--- src/rtl/dram_port_arbiter.sv ---
// dram_port_arbiter: lets the core LSU (M0) and the debug/loader port (M1)
// share the byte-lane data RAM. The RAM read port and write port are each
// given their own round-robin arbiter, so one read and one write can issue in
// the same cycle. Accesses that fall outside the RAM window never reach the
// RAM and are answered with an error response instead. A write that hits the
// same word as a read granted in the same cycle is merged into that read's
// returned data, because the RAM itself returns the old word.
module dram_port_arbiter #(
  parameter int          RAM_AW    = 12,
  parameter logic [31:0] BASE_ADDR = 32'h1000_0000,
  parameter logic [31:0] WIN_MASK  = 32'hFFFF_C000
) (
  input  logic        clk,
  input  logic        rst,
  input  logic        m0_req,
  input  logic        m1_req,
  input  logic        m0_we,
  input  logic        m1_we,
  input  logic [31:0] m0_addr,
  input  logic [31:0] m1_addr,
  input  logic [31:0] m0_wdata,
  input  logic [31:0] m1_wdata,
  input  logic [3:0]  m0_be,
  input  logic [3:0]  m1_be,
  output logic        m0_gnt,
  output logic        m1_gnt,
  output logic        m0_rvalid,
  output logic        m1_rvalid,
  output logic [31:0] m0_rdata,
  output logic [31:0] m1_rdata,
  output logic        m0_err,
  output logic        m1_err,
  output logic [3:0]  ram_wen,
  output logic [31:0] ram_w_addr,
  output logic [31:0] ram_w_data,
  output logic        ram_ren,
  output logic [31:0] ram_r_addr,
  input  logic [31:0] ram_r_data
);

  // True when the byte address falls inside the RAM window.
  function automatic logic in_window(input logic [31:0] addr);
    return (addr & WIN_MASK) == BASE_ADDR;
  endfunction

  // Replace the lanes of base selected by be with the matching lanes of fwd.
  function automatic logic [31:0] merge_lanes(input logic [31:0] base,
                                              input logic [31:0] fwd,
                                              input logic [3:0]  be);
    logic [31:0] res;
    res = base;
    for (int b = 0; b < 4; b++) begin
      if (be[b]) begin
        res[b*8 +: 8] = fwd[b*8 +: 8];
      end else begin
        res[b*8 +: 8] = base[b*8 +: 8];
      end
    end
    return res;
  endfunction

  // Request classification
  logic m0_rd_s, m1_rd_s, m0_wr_s, m1_wr_s;
  assign m0_rd_s = m0_req & ~m0_we;
  assign m1_rd_s = m1_req & ~m1_we;
  assign m0_wr_s = m0_req &  m0_we;
  assign m1_wr_s = m1_req &  m1_we;

  // Round-robin pointers: 0 = M0 preferred, 1 = M1 preferred
  logic rd_ptr_q, rd_ptr_d;
  logic wr_ptr_q, wr_ptr_d;

  logic rd_gnt0_s, rd_gnt1_s, wr_gnt0_s, wr_gnt1_s;

  // Selected-request views of each port
  logic        r_any_s, r_inwin_s, r_ok_s;
  logic [31:0] r_addr_s;
  logic        w_any_s, w_inwin_s, w_ok_s;
  logic [31:0] w_addr_s, w_data_s;
  logic [3:0]  w_be_s;
  logic        fwd_s;

  // Pending read response and write error state
  logic        pend_vld_q, pend_vld_d;
  logic        pend_owner_q, pend_owner_d;
  logic        pend_oob_q, pend_oob_d;
  logic [RAM_AW-1:0] pend_widx_q, pend_widx_d;
  logic [3:0]  fwd_be_q, fwd_be_d;
  logic [31:0] fwd_data_q, fwd_data_d;
  logic        werr0_q, werr0_d, werr1_q, werr1_d;
  logic [31:0] hold0_q, hold0_d, hold1_q, hold1_d;
  logic [31:0] resp_data_s;

  // Per-port arbitration and pointer update: pointer moves to the loser of a conflict
  always_comb begin
    rd_gnt0_s = 1'b0;
    rd_gnt1_s = 1'b0;
    wr_gnt0_s = 1'b0;
    wr_gnt1_s = 1'b0;
    rd_ptr_d  = rd_ptr_q;
    wr_ptr_d  = wr_ptr_q;
    if (m0_rd_s && m1_rd_s) begin
      rd_gnt0_s = ~rd_ptr_q;
      rd_gnt1_s =  rd_ptr_q;
      rd_ptr_d  = ~rd_ptr_q;
    end else begin
      rd_gnt0_s = m0_rd_s;
      rd_gnt1_s = m1_rd_s;
    end
    if (m0_wr_s && m1_wr_s) begin
      wr_gnt0_s = ~wr_ptr_q;
      wr_gnt1_s =  wr_ptr_q;
      wr_ptr_d  = ~wr_ptr_q;
    end else begin
      wr_gnt0_s = m0_wr_s;
      wr_gnt1_s = m1_wr_s;
    end
  end

  // Select the granted request on each RAM port and drive the RAM
  always_comb begin
    r_any_s    = rd_gnt0_s | rd_gnt1_s;
    r_addr_s   = rd_gnt1_s ? m1_addr : m0_addr;
    r_inwin_s  = in_window(r_addr_s);
    r_ok_s     = r_any_s & r_inwin_s;
    w_any_s    = wr_gnt0_s | wr_gnt1_s;
    w_addr_s   = wr_gnt1_s ? m1_addr  : m0_addr;
    w_data_s   = wr_gnt1_s ? m1_wdata : m0_wdata;
    w_be_s     = wr_gnt1_s ? m1_be    : m0_be;
    w_inwin_s  = in_window(w_addr_s);
    w_ok_s     = w_any_s & w_inwin_s;
    ram_ren    = r_ok_s;
    ram_r_addr = r_ok_s ? r_addr_s : 32'h0000_0000;
    ram_wen    = w_ok_s ? w_be_s   : 4'b0000;
    ram_w_addr = w_ok_s ? w_addr_s : 32'h0000_0000;
    ram_w_data = w_ok_s ? w_data_s : 32'h0000_0000;
    fwd_s      = r_ok_s & w_ok_s &
                 (r_addr_s[RAM_AW+1:2] == w_addr_s[RAM_AW+1:2]);
  end

  // Next state of the pending read descriptor and write error flags
  always_comb begin
    pend_vld_d   = r_any_s;
    pend_owner_d = rd_gnt1_s;
    pend_oob_d   = r_any_s & ~r_inwin_s;
    pend_widx_d  = r_addr_s[RAM_AW+1:2];
    fwd_be_d     = fwd_s ? w_be_s   : 4'b0000;
    fwd_data_d   = fwd_s ? w_data_s : 32'h0000_0000;
    werr0_d      = wr_gnt0_s & ~in_window(m0_addr);
    werr1_d      = wr_gnt1_s & ~in_window(m1_addr);
  end

  // Response outputs: merged read data on rvalid, held data otherwise
  always_comb begin
    m0_gnt      = rd_gnt0_s | wr_gnt0_s;
    m1_gnt      = rd_gnt1_s | wr_gnt1_s;
    resp_data_s = pend_oob_q ? 32'h0000_0000
                             : merge_lanes(ram_r_data, fwd_data_q, fwd_be_q);
    m0_rvalid   = pend_vld_q & ~pend_owner_q;
    m1_rvalid   = pend_vld_q &  pend_owner_q;
    m0_rdata    = m0_rvalid ? resp_data_s : hold0_q;
    m1_rdata    = m1_rvalid ? resp_data_s : hold1_q;
    m0_err      = (m0_rvalid & pend_oob_q) | werr0_q;
    m1_err      = (m1_rvalid & pend_oob_q) | werr1_q;
    hold0_d     = m0_rdata;
    hold1_d     = m1_rdata;
  end

  // State registers; reset drops any in-flight read and re-prefers M0
  always_ff @(posedge clk or negedge rst) begin
    if (!rst) begin
      rd_ptr_q     <= 1'b0;
      wr_ptr_q     <= 1'b0;
      pend_vld_q   <= 1'b0;
      pend_owner_q <= 1'b0;
      pend_oob_q   <= 1'b0;
      pend_widx_q  <= '0;
      fwd_be_q     <= 4'b0000;
      fwd_data_q   <= 32'h0000_0000;
      werr0_q      <= 1'b0;
      werr1_q      <= 1'b0;
      hold0_q      <= 32'h0000_0000;
      hold1_q      <= 32'h0000_0000;
    end else begin
      rd_ptr_q     <= rd_ptr_d;
      wr_ptr_q     <= wr_ptr_d;
      pend_vld_q   <= pend_vld_d;
      pend_owner_q <= pend_owner_d;
      pend_oob_q   <= pend_oob_d;
      pend_widx_q  <= pend_widx_d;
      fwd_be_q     <= fwd_be_d;
      fwd_data_q   <= fwd_data_d;
      werr0_q      <= werr0_d;
      werr1_q      <= werr1_d;
      hold0_q      <= hold0_d;
      hold1_q      <= hold1_d;
    end
  end

  // The registered word index is only meaningful alongside a pending read;
  // it is kept so the descriptor is complete for debug visibility.
  logic widx_unused_s;
  assign widx_unused_s = ^pend_widx_q;

endmodule

--- config.mk ---
export PLATFORM = sky130hd
export DESIGN_NAME = dram_port_arbiter
export DESIGN_NICKNAME = d
export VERILOG_FILES = /design/src/rtl/dram_port_arbiter.sv
export SDC_FILE = /design/constraint.sdc
export NUM_CORES = 1
export LEC_CHECK = 0
export CAP_MARGIN = 20
export CORE_AREA = 3 3 133 135
export DETAILED_ROUTE_END_ITERATION = 7
export DIE_AREA = 0 0 136 138
export PLACE_DENSITY = 0.77
export REMOVE_ABC_BUFFERS = 1
export SYNTH_ARGS = -nofsm -noshare
export SYNTH_HDL_FRONTEND = slang
export SYNTH_SLANG_ARGS = --single-unit
--- constraint.sdc ---
create_clock -name clk -period 3.7 [get_ports clk]
set_input_delay 0.37 -clock clk [delete_from_list [all_inputs] [get_ports clk]]
set_output_delay 0.37 -clock clk [all_outputs]
set_load 0.05 [all_outputs]
======== Word level (Yosys, flattened, before mapping) ========
Index checks and enable logic that the tools add are counted.
W data, S select, Z words.
storage, ports and cells
  register bits ........................... 107
  input bits .............................. 174
operators by class
  equal/unequal tests ..................... 5
  multiplexer cells ....................... 21
  bitwise gates (word level) .............. 29
  reduce and logical (&&, ||, !) cells .... 2
operators with widths
  kind                    count
  $mux W32                10
  $eq A18 B15 Y1 const B  4
  $mux W8                 4
  $and A1 B1 Y1           15
  $eq A12 B12 Y1          1
  $mux W4                 3
  $not A1 Y1              8
  $or A1 B1 Y1            6
  $mux W1                 4
  $logic_and A1 B1 Y1     2

======== Depth between registers and ports, before layout ========
Gate-level depths: netlist of run 1.
  depth in word-level cells ............... 10
  mapped depth ............................ 8

======== Worst setup path before layout of run 1 ========
Ideal clock, no wire load.
  path kind ............................... in2out
  from .................................... input m0_addr[19]
  to ...................................... output ram_w_addr[11]
  arrival time ............................ 2253 ps
  required time ........................... 3330 ps
  path slack .............................. 1077 ps
  cell stages on the path ................. 7
  buffers on the path ..................... 2
  path through ............................ nor4_1 -> nand4b_1 -> o22ai_1 -> o21ai_2 -> buf_2 -> buf_2 -> a21oi_1
between the ends
  longest elaborated chain between the ends .. 4
ends and longest elaborated chain
  item            RTL line  text
  from (decl)     19        input logic [31:0] m0_addr,
  $mux W32        127       w_addr_s = wr_gnt1_s ? m1_addr : m0_addr;
  $eq A18 B15 Y1  43        return (addr & WIN_MASK) == BASE_ADDR;
  $and A1 B1 Y1   131       w_ok_s = w_any_s & w_inwin_s;
  $mux W32        135       ram_w_addr = w_ok_s ? w_addr_s : 32'h0000_0000;
  to (decl)       34        output logic [31:0] ram_w_addr,
No other way between the ends.

======== Worst setup path after layout of run 1 ========
  from .................................... register pend_owner_q
  to ...................................... output m1_rdata[30]
between the ends
  longest elaborated chain between the ends .. 2
ends and longest elaborated chain
  item                    RTL line  text
  from (decl)             85        logic pend_owner_q, pend_owner_d;
  from (signal assigned)  188       pend_owner_q <= pend_owner_d;
  $and A1 B1 Y1           160       m1_rvalid = pend_vld_q & pend_owner_q;
  $mux W32                162       m1_rdata = m1_rvalid ? resp_data_s : hold1_q;
  to (decl)               30        output logic [31:0] m1_rdata,
No other way between the ends.

==> results of run 1 <==
## final timing paths
kind	startpoint	to	slack (ns)	cells after the start
setup / recovery	pend_owner_q	m1_rdata[30]	0.67	4
hold / removal	rst	fwd_data_q[26]	0.10	1
setup reg to reg	wr_ptr_q	fwd_be_q[2]	1.26	6
hold reg to reg	hold1_q[6]	hold1_q[6]	0.50	1
max in group asynchronous	rst	fwd_data_q[24]	2.73	2
min in group clk	hold1_q[6]	hold1_q[6]	0.50	1
## cell type report
class	count	area (sq um)
multi-input combinational	422	3150
sequential	107	2680
fill	1433	6900
tap	220	275
inverter	5	21.3
timing repair buffer	328	3290
clock buffer	11	243
clock inverter	4	26.3
## flip-flops by register name, indices dropped and copies added, names as in the netlist
register and count:
wr_ptr_q 1, werr0_q 1, hold1_q 32, fwd_be_q 4, pend_owner_q 1, pend_vld_q 1, hold0_q 32, pend_oob_q 1
rd_ptr_q 1, fwd_data_q 32, werr1_q 1
## power by group
part           switching [mW]  leakage, nW  total, mW  internal (mW)
clock network           0.413        0.132      0.885          0.472
logic                    1.04         2.49       1.67          0.627
registers              0.0604         1.41       1.39           1.33
total                    1.51         4.03       3.94           2.43
## metal layers
layer  vias to the layer above  track usage, %  wire length, um
li1                       2549               -                -
met2                       258            40.5            11400
met3                        32            5.63             1830
met4                         0            8.38              596
met1                      2657            24.8             7780
met5                         -               0                0
## stage by stage
step,cells,utilization [%]
after detailed placement,1082,56.8
after global routing,1097,58.4
final,1097,58.4
after global placement,1082,56.8
after floorplan,534,-
after CTS,1097,58.4
## layout by cell type (no fill, tap or decap), types with 2 or more instances in the layout
cell             instances
a2111oi_1                6
a2111oi_2               29
a21o_1                   2
a21oi_1                 28
and2_2                   2
buf_12                  18
buf_4                   68
clkbuf_16                9
clkdlybuf4s50_1        242
clkinv_2                 2
conb_1                  34
dfrtp_1                107
inv_1                    4
mux2_2                  64
mux2i_1                 68
nand2_1                 60
nand3_1                  6
nand4_1                  4
nor2_1                  77
nor3_1                   6
nor4_1                   4
o21ai_4                  3
xnor2_1                 13
## cell families (layout without fill, tap and decap cells)
| group | count (synthesis) | count (layout) | synth area share, % |
|---|---|---|---|
| AND/OR/NAND/NOR | 170 | 170 | 11.9 |
| AO/OA/AOI/OAI | 72 | 72 | 11.8 |
| multiplexers | 132 | 132 | 22.7 |
| buffers and inverters | 85 | 348 | 8.14 |
| XOR/XNOR | 14 | 14 | 1.99 |
| flip-flops | 107 | 107 | 43.4 |
| other | 1 | 34 | 0.0607 |
==> impl_metrics.ini, run 1 <==
[timing]
fin_crit_sh_pct = 81.9
finalHoldViolations = 0
period_needed_ns = 3.03
hold_slack_ns = 0.100
rsz0062_at_grt = no
drv_slew = 0
final.setup.worst_slack_ns = 0.671
max_slew_margin_pct = 39.6
fin_tns_setup_ns = 0
fmax_mhz = 330
worst_pin_slew_ns = 0.902
fin_skew_ns = 0.00589
finalSetupViolCount = 0

[floorplan]
floorplan.initialDensity_pct = 37.2
dieArea_sq_um = 18800
num_rows = 47
die_h_um = 138
pin_count = 345
die_x_um = 136
coreArea_sq_um = 16600

[global_routing]
overflow = 0
track_usage_pct = 22.3
antenna_found_initial = 0
grt_pass1_wl_mm = 32.5
grt_pass1_vias = 5662
grt_max_degree = 63

[clocking]
insertion_delay_ns = 0.34
cts_buffers = 9
cts_tree = yes
cts_resized = 0
cts-hold-fix-buffers = 0
htree_levels = 3
clkTransAtPathRegs_ns = 0.07
cts_num_sinks = 107
cts_root_buf = clkbuf_16
clk_path_buf_depth = 2
cts_setup_buffers = 0

[synthesis]
mappedNetlistArea_sq_um = 6180
yosysMostFrequentCell = dfrtp_1
synthTopCellsByArea = dfrtp_1, mux2_2, mux2i_1
synthTopCellsByCount = dfrtp_1, nor2_1, mux2i_1
synth.distinct_cells = 40
seq_area_frac_synth_pct = 43.4
synth_top_cell_area_share_pct = 43.4
async_flop_share_pct = 100
yosysWarnings = 0
synth-seq-cells = 107
ys.flop_type = dfrtp_1
postSynthCellCount = 581
synth_enable_flop_cells = 0
yosysTopAreaCell = dfrtp_1
syn_area_per_cell_sq_um = 10.6

[setup_path]
worst_ep_required_time_ns = 3.33
path_cells = and2_2 -> buf_4 -> mux2_2 -> clkdlybuf4s50_1
startpoint_type = register
path_class = reg2out
max_stage_delay_ns = 0.73
critPathTopFamily = buffers and inverters
worstPathMaxFanout = 22
cp_num_buf_inv = 2
endpoint_kind = output port
critPathArrivalTime_ns = 2.66
slowest_stage = clkdlybuf4s50_1

[finish]
area.growth.synth_to_final_pct = 56.8
insertedDiodeCount = 0
nNetsFinal = 1047
final_design_area_no_fill_sq_um = 9680
drive_above_1_share_pct = 23.5

[outcome]
status = completed

[worst_hold_path]
hp-class = in2async

[place]
port_buffers = 310
place.gp.congestion = 0.848
postPlaceCellArea_sq_um = 9410
post-place-ws_ns = 0.711
place_hpwl_mm = 16.7

[power_and_ir_drop]
p_total_mw = 3.94
peakVddDrop_mv = 0.218
pwr_density_cell_nw_per_um2 = 407
p_leak_nw = 4.03

[route]
routedWlPerCell_um = 19.7
num_vias = 5496
dr.pass1.iters = 4
dr.first_iter.drc_count = 223
viasPerCell = 5.01
drc_errors = 0
wl_mm = 21.6
ant_nets = 0

[flow_run]
maxCapViolations = 0
Power figures use the tool's default switching activity.
==> inputs of run 2 (changes only) <==
Settings changed: CORE_AREA 3 3 133 135 to 3 3 134 136, DIE_AREA 0 0 136 138 to 0 0 137 139, PLACE_DENSITY 0.77 to 0.76.
Clock period 3.7 ns to 2.9 ns, I/O delays scaled along.
==> run 2 against run 1 <==
Net effect:
- first-iteration DRC count shrank 21%
- worst hold slack better by 0.40 ns
- register-to-register slack worse by 0.52 ns
- global-route usage fell by 0.36 points
- count of clock-buffer cells in the layout stayed put
- clock power rose by 41%
- routed wire length fell by 0.61%
- core utilization fell by 1.3 points
- flip-flop and latch count did not move
- largest power group unchanged
- via count up 2.9%
==> impl_metrics.ini, run 2 (same netlist as run 1, synthesis figures left out) <==
[clocking]
insertion_delay_ns = 0.35
cts_setup_buffers = 0
cts-hold-fix-buffers = 1
cts_tree = yes
cts_num_sinks = 107
clkTransAtPathRegs_ns = 0.07
cts_buffers = 9
clk_path_buf_depth = 2
cts_root_buf = clkbuf_16
cts_resized = 0
htree_levels = 3

[timing]
rsz0062_at_grt = no
finalHoldViolations = 0
fmax_mhz = 372
max_slew_margin_pct = 45.6
fin_crit_sh_pct = 92.6
fin_skew_ns = 0.00794
final.setup.worst_slack_ns = 0.215
period_needed_ns = 2.68
drv_slew = 0
finalSetupViolCount = 0
fin_tns_setup_ns = 0
worst_pin_slew_ns = 0.817

[setup_path]
worst_ep_required_time_ns = 2.61
path_class = in2out
startpoint_type = input port
critPathArrivalTime_ns = 2.39
worstPathMaxFanout = 39
endpoint_kind = output port

[worst_hold_path]
hp-class = reg2reg

[place]
place.gp.congestion = 0.877
place_hpwl_mm = 16.6
port_buffers = 310
post-place-ws_ns = 0.171
dp.cells = 1104

[power_and_ir_drop]
pwr_density_cell_nw_per_um2 = 523
p_leak_nw = 4.24
peakVddDrop_mv = 0.293
p_total_mw = 5.10

[route]
viasPerCell = 5.04
dr.pass1.iters = 4
wl_mm = 21.5
ant_nets = 0
routedWlPerCell_um = 19.2
num_vias = 5654
dr.first_iter.drc_count = 177
drc_errors = 0

[finish]
insertedDiodeCount = 0
layout_commonest_cell = clkdlybuf4s50_1
area.growth.synth_to_final_pct = 57.7
post-route-util_pct = 57.1
top_regs = fwd_data_q: 32 flops, hold0_q: 32 flops, hold1_q: 32 flops
drive_above_1_share_pct = 32.5
nNetsFinal = 1065
finalNonFillerCells = 1121
final_cell_mix = clkdlybuf4s50_1, buf_4, dfrtp_1, nor2_1, mux2i_1

[floorplan]
die_x_um = 137
coreArea_sq_um = 17100
die_h_um = 139
floorplan.initialDensity_pct = 36.2
num_rows = 48
pin_count = 345
dieArea_sq_um = 19000

[global_routing]
overflow = 0
grt_max_degree = 53
antenna_found_initial = 0
grt_pass1_wl_mm = 32.4
grt_pass1_vias = 5957
track_usage_pct = 21.9

[outcome]
status = completed

[flow_run]
maxCapViolations = 0
==> run 2: metrics by stage <==
| stage | instance area (sq um) | hold WS, ns |
|---|---|---|
| finish | 9740 | 0.498 |
| detailed placement | 9430 | 0.372 |
| CTS | 9740 | 0.503 |
| global placement | 9430 | 0.369 |
| global route | 9740 | 0.513 |
| floorplan | 5820 | -0.00559 |
==> run 2: worst paths after layout <==
check | from | end | slack (ns) | cells after the start
max | m1_addr[24] | ram_w_addr[13] | 0.22 | 9
min | hold0_q[7] | hold0_q[7] | 0.50 | 1
max in group asynchronous | rst | fwd_data_q[9] | 1.62 | 3
max reg2reg | wr_ptr_q | fwd_data_q[29] | 0.74 | 7
min reg2reg | hold0_q[7] | hold0_q[7] | 0.50 | 1
min in group asynchronous | rst | fwd_data_q[24] | 0.53 | 2
==> run 2: power by group <==
part	switching, mW	internal [mW]	leakage [nW]
registers	0.0759	1.69	1.41
logic	1.33	0.743	2.69
clock network	0.557	0.697	0.146
==> run 2: area by class of cell <==
cell class | count | area (sq um)
Clock inverter | 5 | 60.1
Sequential cell | 107 | 2680
Tap cell | 225 | 282
Clock buffer | 11 | 243
Multi-Input combinational cell | 422 | 3150
Fill cell | 1500 | 7310
Timing Repair Buffer | 346 | 3310
Inverter | 5 | 21.3
==> run 2: per-layer routing <==
layer / global-route usage [%] / vias to the layer above / part of all wire [%]
li1: - / 2587 / -
met2: 40.0 / 268 / 52
met4: 7.67 / 0 / 2.7
met3: 5.84 / 44 / 9.4
met5: 0 / - / 0
met1: 24.2 / 2755 / 36
==> run 2: worst max-delay path, stage by stage <==
cell and delay (ns):
clkdlybuf4s50_1 0.40, nor4b_1 0.29, buf_4 0.17, nand3_1 0.14
o22ai_1 0.28, o21ai_4 0.15, buf_12 0.20, a21oi_1 0.21
buf_4 0.24
